[src/rtl/ps2_mouse_pkg.sv]
`default_nettype none
// ============================================================================
// ps2_mouse_pkg
// PS/2 mouse command/response bytes, error codes, FSM states, response kinds.
// Rev 1.0
// ============================================================================
package ps2_mouse_pkg;

    localparam logic [7:0] c_cmd_reset    = 8'hFF;
    localparam logic [7:0] c_cmd_enable   = 8'hF4;
    localparam logic [7:0] c_cmd_set_rate = 8'hF3;
    localparam logic [7:0] c_cmd_set_res  = 8'hE8;
    localparam logic [7:0] c_cmd_get_id   = 8'hF2;

    localparam logic [7:0] c_rsp_ack      = 8'hFA;
    localparam logic [7:0] c_rsp_resend   = 8'hFE;
    localparam logic [7:0] c_rsp_error    = 8'hFC;
    localparam logic [7:0] c_rsp_bat_ok   = 8'hAA;
    localparam logic [7:0] c_rsp_id_std   = 8'h00;
    localparam logic [7:0] c_rsp_id_wheel = 8'h03;

    localparam logic [2:0] c_err_none        = 3'd0;
    localparam logic [2:0] c_err_tx_timeout  = 3'd1;
    localparam logic [2:0] c_err_ack_timeout = 3'd2;
    localparam logic [2:0] c_err_self_test   = 3'd3;
    localparam logic [2:0] c_err_unexpected  = 3'd4;

    typedef enum logic [3:0] {
        ST_IDLE      = 4'd0,
        ST_SEND      = 4'd1,
        ST_WAIT_SENT = 4'd2,
        ST_WAIT_RESP = 4'd3,
        ST_WAIT_BAT  = 4'd4,
        ST_WAIT_ID   = 4'd5,
        ST_NEXT      = 4'd6,
        ST_DONE      = 4'd7,
        ST_ERROR     = 4'd8
    } state_t;

    typedef enum logic [2:0] {
        RES_NONE     = 3'd0,
        RES_ACK      = 3'd1,
        RES_RESEND   = 3'd2,
        RES_FC       = 3'd3,
        RES_AA       = 3'd4,
        RES_ID_STD   = 3'd5,
        RES_ID_WHEEL = 3'd6,
        RES_OTHER    = 3'd7
    } resp_t;

    function automatic resp_t classify(input logic [7:0] b);
        case (b)
            c_rsp_ack:      return RES_ACK;
            c_rsp_resend:   return RES_RESEND;
            c_rsp_error:    return RES_FC;
            c_rsp_bat_ok:   return RES_AA;
            c_rsp_id_std:   return RES_ID_STD;
            c_rsp_id_wheel: return RES_ID_WHEEL;
            default:        return RES_OTHER;
        endcase
    endfunction

endpackage
`default_nettype wire

[src/rtl/ps2_mouse_cmd_seq_if.sv]
`default_nettype none
// ============================================================================
// ps2_mouse_cmd_seq_if
// Command/response link between the sequencer and PS2_Controller.
// Rev 1.0
// ============================================================================
interface ps2_mouse_cmd_seq_if;
    logic [7:0] the_command;
    logic       send_command;
    logic       command_was_sent;
    logic       error_communication_timed_out;
    logic [7:0] received_data;
    logic       received_data_en;

    modport master (
        output the_command,
        output send_command,
        input  command_was_sent,
        input  error_communication_timed_out,
        input  received_data,
        input  received_data_en
    );

    modport slave (
        input  the_command,
        input  send_command,
        output command_was_sent,
        output error_communication_timed_out,
        output received_data,
        output received_data_en
    );
endinterface
`default_nettype wire

[src/rtl/ps2_cmd_xfer.sv]
`default_nettype none
// ============================================================================
// ps2_cmd_xfer
// Response watcher for one command transaction: saturating wait timer plus
// classification of each received byte.
// Rev 1.0
// ============================================================================
module ps2_cmd_xfer
    import ps2_mouse_pkg::*;
#(
    parameter int unsigned TIMER_W = 26
) (
    input  logic               clk,
    input  logic               rst_n,
    input  logic               restart,
    input  logic [TIMER_W-1:0] timeout,
    input  logic [7:0]         rx_data,
    input  logic               rx_en,
    output resp_t              result,
    output logic               expired
);

    logic [TIMER_W-1:0] r_timer;

    // Restarted on every state change so it measures time spent in the current wait
    always_ff @(posedge clk or negedge rst_n) begin
        if (!rst_n) begin
            r_timer <= '0;
        end else if (restart) begin
            r_timer <= '0;
        end else if (r_timer != {TIMER_W{1'b1}}) begin
            r_timer <= r_timer + 1'b1;
        end
    end

    assign expired = (r_timer == timeout);
    assign result  = rx_en ? classify(rx_data) : RES_NONE;

endmodule
`default_nettype wire

[src/rtl/ps2_mouse_cmd_seq.sv]
`default_nettype none
// ============================================================================
// ps2_mouse_cmd_seq
// Host-to-device PS/2 mouse init sequencer (reset, rate, resolution, enable).
// Optional IntelliMouse wheel detection: define PS2_INTELLIMOUSE_EN.
// Rev 1.0
// ============================================================================
module ps2_mouse_cmd_seq
    import ps2_mouse_pkg::*;
#(
    parameter logic [7:0]  SAMPLE_RATE = 8'd100,
    parameter logic [1:0]  RESOLUTION  = 2'd2,
    parameter int unsigned RETRY_MAX   = 3,
    parameter logic [25:0] ACK_TIMEOUT = 26'd5_000_000,
    parameter logic [25:0] BAT_TIMEOUT = 26'd50_000_000,
    parameter bit          AUTO_START  = 1'b1
) (
    input  logic                     CLOCK_50,
    input  logic                     reset_n,
    input  logic                     start,
    ps2_mouse_cmd_seq_if.master      ps2,
    output logic                     busy,
    output logic                     done,
    output logic                     error,
    output logic [2:0]               error_code,
    output logic                     stream_enable,
    output logic                     has_wheel
);

`ifdef PS2_INTELLIMOUSE_EN
    localparam logic [3:0] c_last_step = 4'd14;
`else
    localparam logic [3:0] c_last_step = 4'd5;
`endif

    state_t      r_state;
    state_t      w_state_next;
    logic        r_auto;
    logic [3:0]  r_step;
    logic [3:0]  r_retry;
    logic [7:0]  r_cmd;
    logic [2:0]  r_err;
    logic [7:0]  w_step_byte;
    logic        w_go;
    logic        w_launch;
    logic        w_retry;
    logic        w_fail;
    logic        w_exhausted;
    logic        w_abort;
    logic [2:0]  w_code;
    logic        w_send;
    logic        w_id_wheel_ok;
    logic        w_restart;
    logic [25:0] w_timeout;
    resp_t       w_result;
    logic        w_expired;

    assign w_go        = start | r_auto;
    assign w_launch    = (r_state == ST_IDLE || r_state == ST_DONE || r_state == ST_ERROR) && w_go;
    assign w_exhausted = (r_retry == RETRY_MAX[3:0]);
    assign w_abort     = w_fail | (w_retry & w_exhausted);
    assign w_restart   = (r_state != w_state_next);
    assign w_timeout   = (r_state == ST_WAIT_BAT) ? BAT_TIMEOUT : ACK_TIMEOUT;

    ps2_cmd_xfer #(
        .TIMER_W (26)
    ) u_xfer (
        .clk     (CLOCK_50),
        .rst_n   (reset_n),
        .restart (w_restart),
        .timeout (w_timeout),
        .rx_data (ps2.received_data),
        .rx_en   (ps2.received_data_en),
        .result  (w_result),
        .expired (w_expired)
    );

    always_comb begin
        w_step_byte = c_cmd_enable;
        case (r_step)
            4'd0:    w_step_byte = c_cmd_reset;
            4'd1:    w_step_byte = c_cmd_set_rate;
            4'd2:    w_step_byte = SAMPLE_RATE;
            4'd3:    w_step_byte = c_cmd_set_res;
            4'd4:    w_step_byte = {6'b0, RESOLUTION};
`ifdef PS2_INTELLIMOUSE_EN
            // Rate knock 200/100/80 unlocks the wheel ID on IntelliMouse devices
            4'd5:    w_step_byte = c_cmd_set_rate;
            4'd6:    w_step_byte = 8'hC8;
            4'd7:    w_step_byte = c_cmd_set_rate;
            4'd8:    w_step_byte = 8'h64;
            4'd9:    w_step_byte = c_cmd_set_rate;
            4'd10:   w_step_byte = 8'h50;
            4'd11:   w_step_byte = c_cmd_get_id;
            4'd12:   w_step_byte = c_cmd_set_rate;
            4'd13:   w_step_byte = SAMPLE_RATE;
`endif
            default: w_step_byte = c_cmd_enable;
        endcase
    end

`ifdef PS2_INTELLIMOUSE_EN
    assign w_id_wheel_ok = (w_result == RES_ID_WHEEL) && (r_cmd == c_cmd_get_id);
`else
    assign w_id_wheel_ok = 1'b0;
`endif

    always_ff @(posedge CLOCK_50 or negedge reset_n) begin
        if (!reset_n) begin
            r_state <= ST_IDLE;
        end else begin
            r_state <= w_state_next;
        end
    end

    always_comb begin
        w_state_next = r_state;
        w_retry      = 1'b0;
        w_fail       = 1'b0;
        w_code       = c_err_none;
        case (r_state)
            ST_IDLE, ST_DONE, ST_ERROR: begin
                if (w_go) w_state_next = ST_SEND;
            end
            ST_SEND: w_state_next = ST_WAIT_SENT;
            ST_WAIT_SENT: begin
                if (ps2.command_was_sent) begin
                    w_state_next = ST_WAIT_RESP;
                end else if (ps2.error_communication_timed_out) begin
                    w_retry = 1'b1;
                    w_code  = c_err_tx_timeout;
                end
            end
            ST_WAIT_RESP: begin
                case (w_result)
                    RES_NONE: begin
                        if (w_expired) begin
                            w_retry = 1'b1;
                            w_code  = c_err_ack_timeout;
                        end
                    end
                    RES_ACK: begin
                        if (r_cmd == c_cmd_reset)       w_state_next = ST_WAIT_BAT;
                        else if (r_cmd == c_cmd_get_id) w_state_next = ST_WAIT_ID;
                        else                            w_state_next = ST_NEXT;
                    end
                    RES_FC: begin
                        w_fail = 1'b1;
                        w_code = c_err_self_test;
                    end
                    default: begin
                        w_retry = 1'b1;
                        w_code  = c_err_unexpected;
                    end
                endcase
            end
            ST_WAIT_BAT: begin
                if (w_result == RES_AA) begin
                    w_state_next = ST_WAIT_ID;
                end else if (w_result != RES_NONE || w_expired) begin
                    w_fail = 1'b1;
                    w_code = c_err_self_test;
                end
            end
            ST_WAIT_ID: begin
                if (w_result == RES_ID_STD || w_id_wheel_ok) begin
                    w_state_next = ST_NEXT;
                end else if (w_result != RES_NONE) begin
                    w_fail = 1'b1;
                    w_code = c_err_unexpected;
                end else if (w_expired) begin
                    w_fail = 1'b1;
                    w_code = c_err_ack_timeout;
                end
            end
            ST_NEXT: w_state_next = (r_step == c_last_step) ? ST_DONE : ST_SEND;
            default: w_state_next = ST_IDLE;
        endcase
        if (w_abort)      w_state_next = ST_ERROR;
        else if (w_retry) w_state_next = ST_SEND;
    end

    always_comb begin
        w_send        = 1'b0;
        busy          = 1'b0;
        done          = 1'b0;
        error         = 1'b0;
        stream_enable = 1'b0;
        case (r_state)
            ST_IDLE: ;
            ST_WAIT_SENT: begin
                w_send = 1'b1;
                busy   = 1'b1;
            end
            ST_DONE: begin
                done          = 1'b1;
                stream_enable = 1'b1;
            end
            ST_ERROR: error = 1'b1;
            default:  busy  = 1'b1;
        endcase
    end

    always_ff @(posedge CLOCK_50 or negedge reset_n) begin
        if (!reset_n) begin
            r_auto  <= AUTO_START;
            r_cmd   <= 8'h00;
            r_step  <= 4'd0;
            r_retry <= 4'd0;
            r_err   <= c_err_none;
        end else begin
            r_auto <= 1'b0;
            if (w_launch) begin
                r_step  <= 4'd0;
                r_retry <= 4'd0;
                r_err   <= c_err_none;
            end else begin
                if (r_state == ST_SEND) r_cmd <= w_step_byte;
                if (r_state == ST_NEXT && r_step != c_last_step) r_step <= r_step + 1'b1;
                if (r_state == ST_WAIT_RESP && w_result == RES_ACK) begin
                    r_retry <= 4'd0;
                end else if (w_retry && !w_exhausted) begin
                    r_retry <= r_retry + 1'b1;
                end
                if (w_abort) r_err <= w_code;
            end
        end
    end

`ifdef PS2_INTELLIMOUSE_EN
    logic r_has_wheel;

    always_ff @(posedge CLOCK_50 or negedge reset_n) begin
        if (!reset_n) begin
            r_has_wheel <= 1'b0;
        end else if (w_launch) begin
            r_has_wheel <= 1'b0;
        end else if (r_state == ST_WAIT_ID && w_id_wheel_ok) begin
            r_has_wheel <= 1'b1;
        end
    end

    assign has_wheel = r_has_wheel;
`else
    assign has_wheel = 1'b0;
`endif

    assign error_code      = r_err;
    assign ps2.the_command  = r_cmd;
    assign ps2.send_command = w_send;

endmodule
`default_nettype wire

[src/flat_wrapper.sv]
// flat-port wrapper written by rule: the top's interface ports become plain ports
module ps2_mouse_cmd_seq_flat import ps2_mouse_pkg::*;
#(
    parameter logic [7:0]  SAMPLE_RATE = 8'd100,
    parameter logic [1:0]  RESOLUTION  = 2'd2,
    parameter int unsigned RETRY_MAX   = 3,
    parameter logic [25:0] ACK_TIMEOUT = 26'd5_000_000,
    parameter logic [25:0] BAT_TIMEOUT = 26'd50_000_000,
    parameter bit          AUTO_START  = 1'b1
)
  (CLOCK_50, reset_n, start, busy, done, error, error_code, stream_enable, has_wheel, ps2_the_command, ps2_send_command, ps2_command_was_sent, ps2_error_communication_timed_out, ps2_received_data, ps2_received_data_en);
  ps2_mouse_cmd_seq_if ps2_i ();
  input  logic CLOCK_50;
  input  logic reset_n;
  input  logic start;
  output logic busy;
  output logic done;
  output logic error;
  output logic [2:0] error_code;
  output logic stream_enable;
  output logic has_wheel;
  output wire logic [$bits(ps2_i.the_command)-1:0] ps2_the_command;
  output wire logic [$bits(ps2_i.send_command)-1:0] ps2_send_command;
  input wire logic [$bits(ps2_i.command_was_sent)-1:0] ps2_command_was_sent;
  input wire logic [$bits(ps2_i.error_communication_timed_out)-1:0] ps2_error_communication_timed_out;
  input wire logic [$bits(ps2_i.received_data)-1:0] ps2_received_data;
  input wire logic [$bits(ps2_i.received_data_en)-1:0] ps2_received_data_en;
  assign ps2_the_command = ps2_i.the_command;
  assign ps2_send_command = ps2_i.send_command;
  assign ps2_i.command_was_sent = ps2_command_was_sent;
  assign ps2_i.error_communication_timed_out = ps2_error_communication_timed_out;
  assign ps2_i.received_data = ps2_received_data;
  assign ps2_i.received_data_en = ps2_received_data_en;
  ps2_mouse_cmd_seq #(.SAMPLE_RATE(SAMPLE_RATE), .RESOLUTION(RESOLUTION), .RETRY_MAX(RETRY_MAX), .ACK_TIMEOUT(ACK_TIMEOUT), .BAT_TIMEOUT(BAT_TIMEOUT), .AUTO_START(AUTO_START)) u_core (.CLOCK_50(CLOCK_50), .reset_n(reset_n), .start(start), .ps2(ps2_i), .busy(busy), .done(done), .error(error), .error_code(error_code), .stream_enable(stream_enable), .has_wheel(has_wheel));
endmodule
[config.mk]
export PLATFORM = sky130hd
export DESIGN_NAME = ps2_mouse_cmd_seq_flat
export DESIGN_NICKNAME = d
export VERILOG_FILES = /design/src/rtl/ps2_mouse_pkg.sv /design/src/rtl/ps2_mouse_cmd_seq_if.sv /design/src/rtl/ps2_cmd_xfer.sv /design/src/rtl/ps2_mouse_cmd_seq.sv /design/src/flat_wrapper.sv
export SDC_FILE = /design/constraint.sdc
export NUM_CORES = 1
export LEC_CHECK = 0
export ABC_AREA = 1
export CAP_MARGIN = 20
export CORE_MARGIN = 1
export CORE_UTILIZATION = 47
export DETAILED_ROUTE_END_ITERATION = 16
export PLACE_DENSITY = 0.67
export SKIP_CTS_REPAIR_TIMING = 1
export SLEW_MARGIN = 10
export SYNTH_ARGS = -nofsm -noshare
export SYNTH_HDL_FRONTEND = slang
export SYNTH_SLANG_ARGS = --single-unit
export TNS_END_PERCENT = 50
[constraint.sdc]
create_clock -name CLOCK_50 -period 2.8 [get_ports CLOCK_50]
set_input_delay 0.42 -clock CLOCK_50 [delete_from_list [all_inputs] [get_ports CLOCK_50]]
set_output_delay 0.42 -clock CLOCK_50 [all_outputs]
set_load 0.05 [all_outputs]
==> results by group <==
Run status
  – Run status: finished, final reports clean

CTS
  – Num Clock Sinks: 49
  – Clock transition at the registers of the reported paths: 0.10 ns
  – CTS tree: built
  – Clock tree buffer depth: 2
  – Worst skew pair latency: 0.31 ns
  – H-tree depth: 2
  – CTS buffer count: 5
  – Root Driver: clkbuf_8

Placed design
  – Final GP Congestion: 0.904
  – Place WS: -0.166 ns
  – # port buffers: 29
  – DP Wirelength: 6000 µm

Power
  – Leakage: 0.00177 µW
  – Power Total: 2970 µW
  – Pwr/cell area: 712 nW/µm²
  – Worst vdd ir: 0.000464 V

Yosys
  – Sequential area share after synthesis: 34.9%
  – Post-Synth XOR/XNOR Area: 2.49%
  – Mux cell area share after synthesis: 0.285%
  – Synth Area in Adders: 2.49%
  – Synth cell types: 43
  – Cell Area, Synth: 3520 µm²
  – Syn avg cell area: 7.24 µm²
  – Synth async-reset ratio: 100%
  – FF+latch count, synth: 49
  – Cell count after synthesis: 486
  – Post-Synth Simple-Gate Area: 41.3%
  – Number of synthesized flops with an enable pin: 0
  – Synth Area in Compound Gates: 7.26%
  – Yosys warns: 0
  – Largest family of logic cells by synthesized area: simple AND/OR/NAND/NOR gates
  – Ys flop type: dfrtp_1

GRT
  – Gr usage total: 22.0%
  – Total gr overflow: 0
  – First-pass GRT wire length: 13600 µm
  – Largest net degree at the start of global routing: 29
  – Antenna violations before repair: 0
  – Vias in the first global route: 3014

Timing
  – Fin. Hold Viols: 0
  – Worst rel slew slack: 57.0%
  – Crit share post-route: 91.8%
  – Endpoints failing setup: 0
  – Worst setup margin: 0.231 ns
  – Min Tclk post-route: 2.57 ns
  – RSZ-0062 raised after global routing: false
  – Layout Skew: 0.00577 ns
  – Final Slew Violations: 0
  – Worst-margin pin slew: 0.645 ns
  – Fmax: 389 MHz
  – Setup TNS after final layout: 0 ns

Worst setup path
  – Worst Path Arrival: 2.81 ns
  – Critical Path RT: 3.04 ns
  – R2r setup slk: 0.26 ns
  – Worst-path fanout max: 13
  – Worst r2r src: u_core.u_xfer.r_timer[0]
  – CP endpoint kind: register
  – Critical Path Start Type: input port
  – CP Class: input port to register
  – Critical R2R Capture: u_core.u_xfer.r_timer[7]
  – Depth of the most critical reg-to-reg path: 12

Die
  – I/O pin count: 31
  – Die footprint: 7830 µm²
  – Die width: 88.5 µm
  – Core ar.: 7250 µm²
  – Initial Util: 48.5%
  – FP Rows: 31
  – Chip height: 88.5 µm

Finish
  – Final nets: 547
  – Antenna diodes: 0
  – Area delta synth->final: 18.4%
  – Layout cells sized above 1: 14.6%

Route
  – ANT nets after route: 0
  – Final wirelength: 8220 µm
  – DR vias/cell: 5.29
  – DR iter-0 viols: 209
  – Routed WL per cell: 13.1 µm
  – Via count: 3310
  – DR pass1 iterations: 5
  – Drt drc: 0

Min path
  – Min-Delay Path Class: input port to asynchronous set/reset pin

Run
  – Max-cap violation count: 0
## cell type report
class	instances	area, µm²
Fill cell	708	3090
Sequential cell	49	1230
Multi-Input combinational cell	349	1960
Clock buffer	5	68.8
Inverter	80	300
Tap cell	99	124
Clock inverter	3	68.8
Timing Repair Buffer	41	413
## logic make-up after synthesis
| group | after synthesis |
|---|---|
| flip-flops | 49 |
| adder cells (fa/ha/maj) | 7 |
| multiplexers | 1 |
| AND/OR/NAND/NOR | 285 |
| XOR/XNOR | 10 |
| other | 1 |
| AO/OA/AOI/OAI | 42 |
| buffers and inverters | 91 |
## cells in the mapped netlist, types with 2 or more instances
cell	number	area share [%]
nor2_4	4	1.3
inv_1	76	8.1
nand2_2	5	0.89
nor2_1	62	6.6
a21oi_1	8	1.1
buf_4	3	0.64
a21oi_2	3	0.75
nor3b_1	2	0.43
nor3_1	22	3.1
xor2_1	10	2.5
nor4_1	6	1.1
ha_1	7	2.5
nor2_2	3	0.53
dfrtp_1	48	34
a31oi_1	4	0.71
nor3_2	21	6.0
nand2_1	93	9.9
o22ai_1	2	0.36
o21ai_2	2	0.50
inv_2	4	0.43
o21ai_0	16	2.3
buf_2	2	0.28
nand3_1	42	6.0
nand3b_1	2	0.43
nand4_1	15	2.7
nand3_2	3	0.85
buf_6	5	1.6
## metrics by stage
stage | hold slack (ns) | instance area [µm²] | util (%) | std cells
after floorplan | 0.124 | 3530 | - | 487
after global placement | 0.478 | 3940 | 54.4 | 614
after detailed placement | 0.486 | 3940 | 54.4 | 614
after CTS | 0.140 | 4080 | 56.3 | 622
after global routing | 0.169 | 4170 | 57.4 | 626
final | 0.117 | 4170 | 57.4 | 626
## per-layer routing
metal	up-vias	global-route usage [%]	wire [µm]
met5	-	0	0
met4	0	5.87	133
met3	17	3.64	332
met2	80	35.8	3910
met1	1554	30.5	3840
li1	1659	-	-
## report_power, final
part | leakage, µW | switching [µW] | internal, µW | total [µW]
sequential | 0.000639 | 65.9 | 769 | 835
combinational | 0.00106 | 979 | 527 | 1510
clock | 0.0000687 | 265 | 360 | 625
total | 0.00177 | 1310 | 1660 | 2970
## critical path: stages
cell and delay, ns:
clkdlybuf4s50_1 0.57, inv_2 0.05, nand2_2 0.07, nor2_4 0.05, o21ai_2 0.14, nand3_1 0.12, nand2_1 0.11, nand3_1 0.10
nand3_1 0.13, nand2_1 0.10, inv_1 0.10, nand3_1 0.13, nand2_1 0.12, nand2_1 0.10, nand2_4 0.16, nand2_8 0.14
nor3_2 0.17
## flip-flops by register name (all words and copies together), names as in the netlist
name	cells
u_core.ps2.the_command	7
u_core.r_retry	4
u_core.error_code	3
u_core.r_auto	1
u_core.r_state	4
u_core.u_xfer.r_timer	26
u_core.r_step	4
## cells in the final DEF (no fill, tap or decap), types with 4 or more instances in the layout
cell	count
a31oi_1	4
nand4_1	15
o21ai_0	16
nor3_2	22
nor2_4	4
nor3_1	21
nor4_1	6
inv_2	4
clkdlybuf4s50_1	28
nand2_1	93
dfrtp_1	48
a21oi_1	8
nand3_1	42
nor2_2	5
ha_1	7
nand2_2	4
nor2_1	60
clkbuf_8	5
buf_4	9
xor2_1	10
inv_1	76
## worst max-delay path by stage
stage                     slack (ns)                       end                startpoint  cells after the start
after global routing           0.004  u_core.u_xfer.r_timer[7]  u_core.u_xfer.r_timer[0]                     12
after CTS                       0.16  u_core.u_xfer.r_timer[7]      ps2_received_data[7]                     17
after detailed placement       -0.17  u_core.u_xfer.r_timer[7]      ps2_received_data[3]                     16
after floorplan                 0.29  u_core.u_xfer.r_timer[2]         u_core.r_state[3]                     12
final                           0.23  u_core.u_xfer.r_timer[1]      ps2_received_data[0]                     17
after global placement        -0.004  u_core.u_xfer.r_timer[8]      ps2_received_data[3]                     16
(Power assumes the default switching activity.)
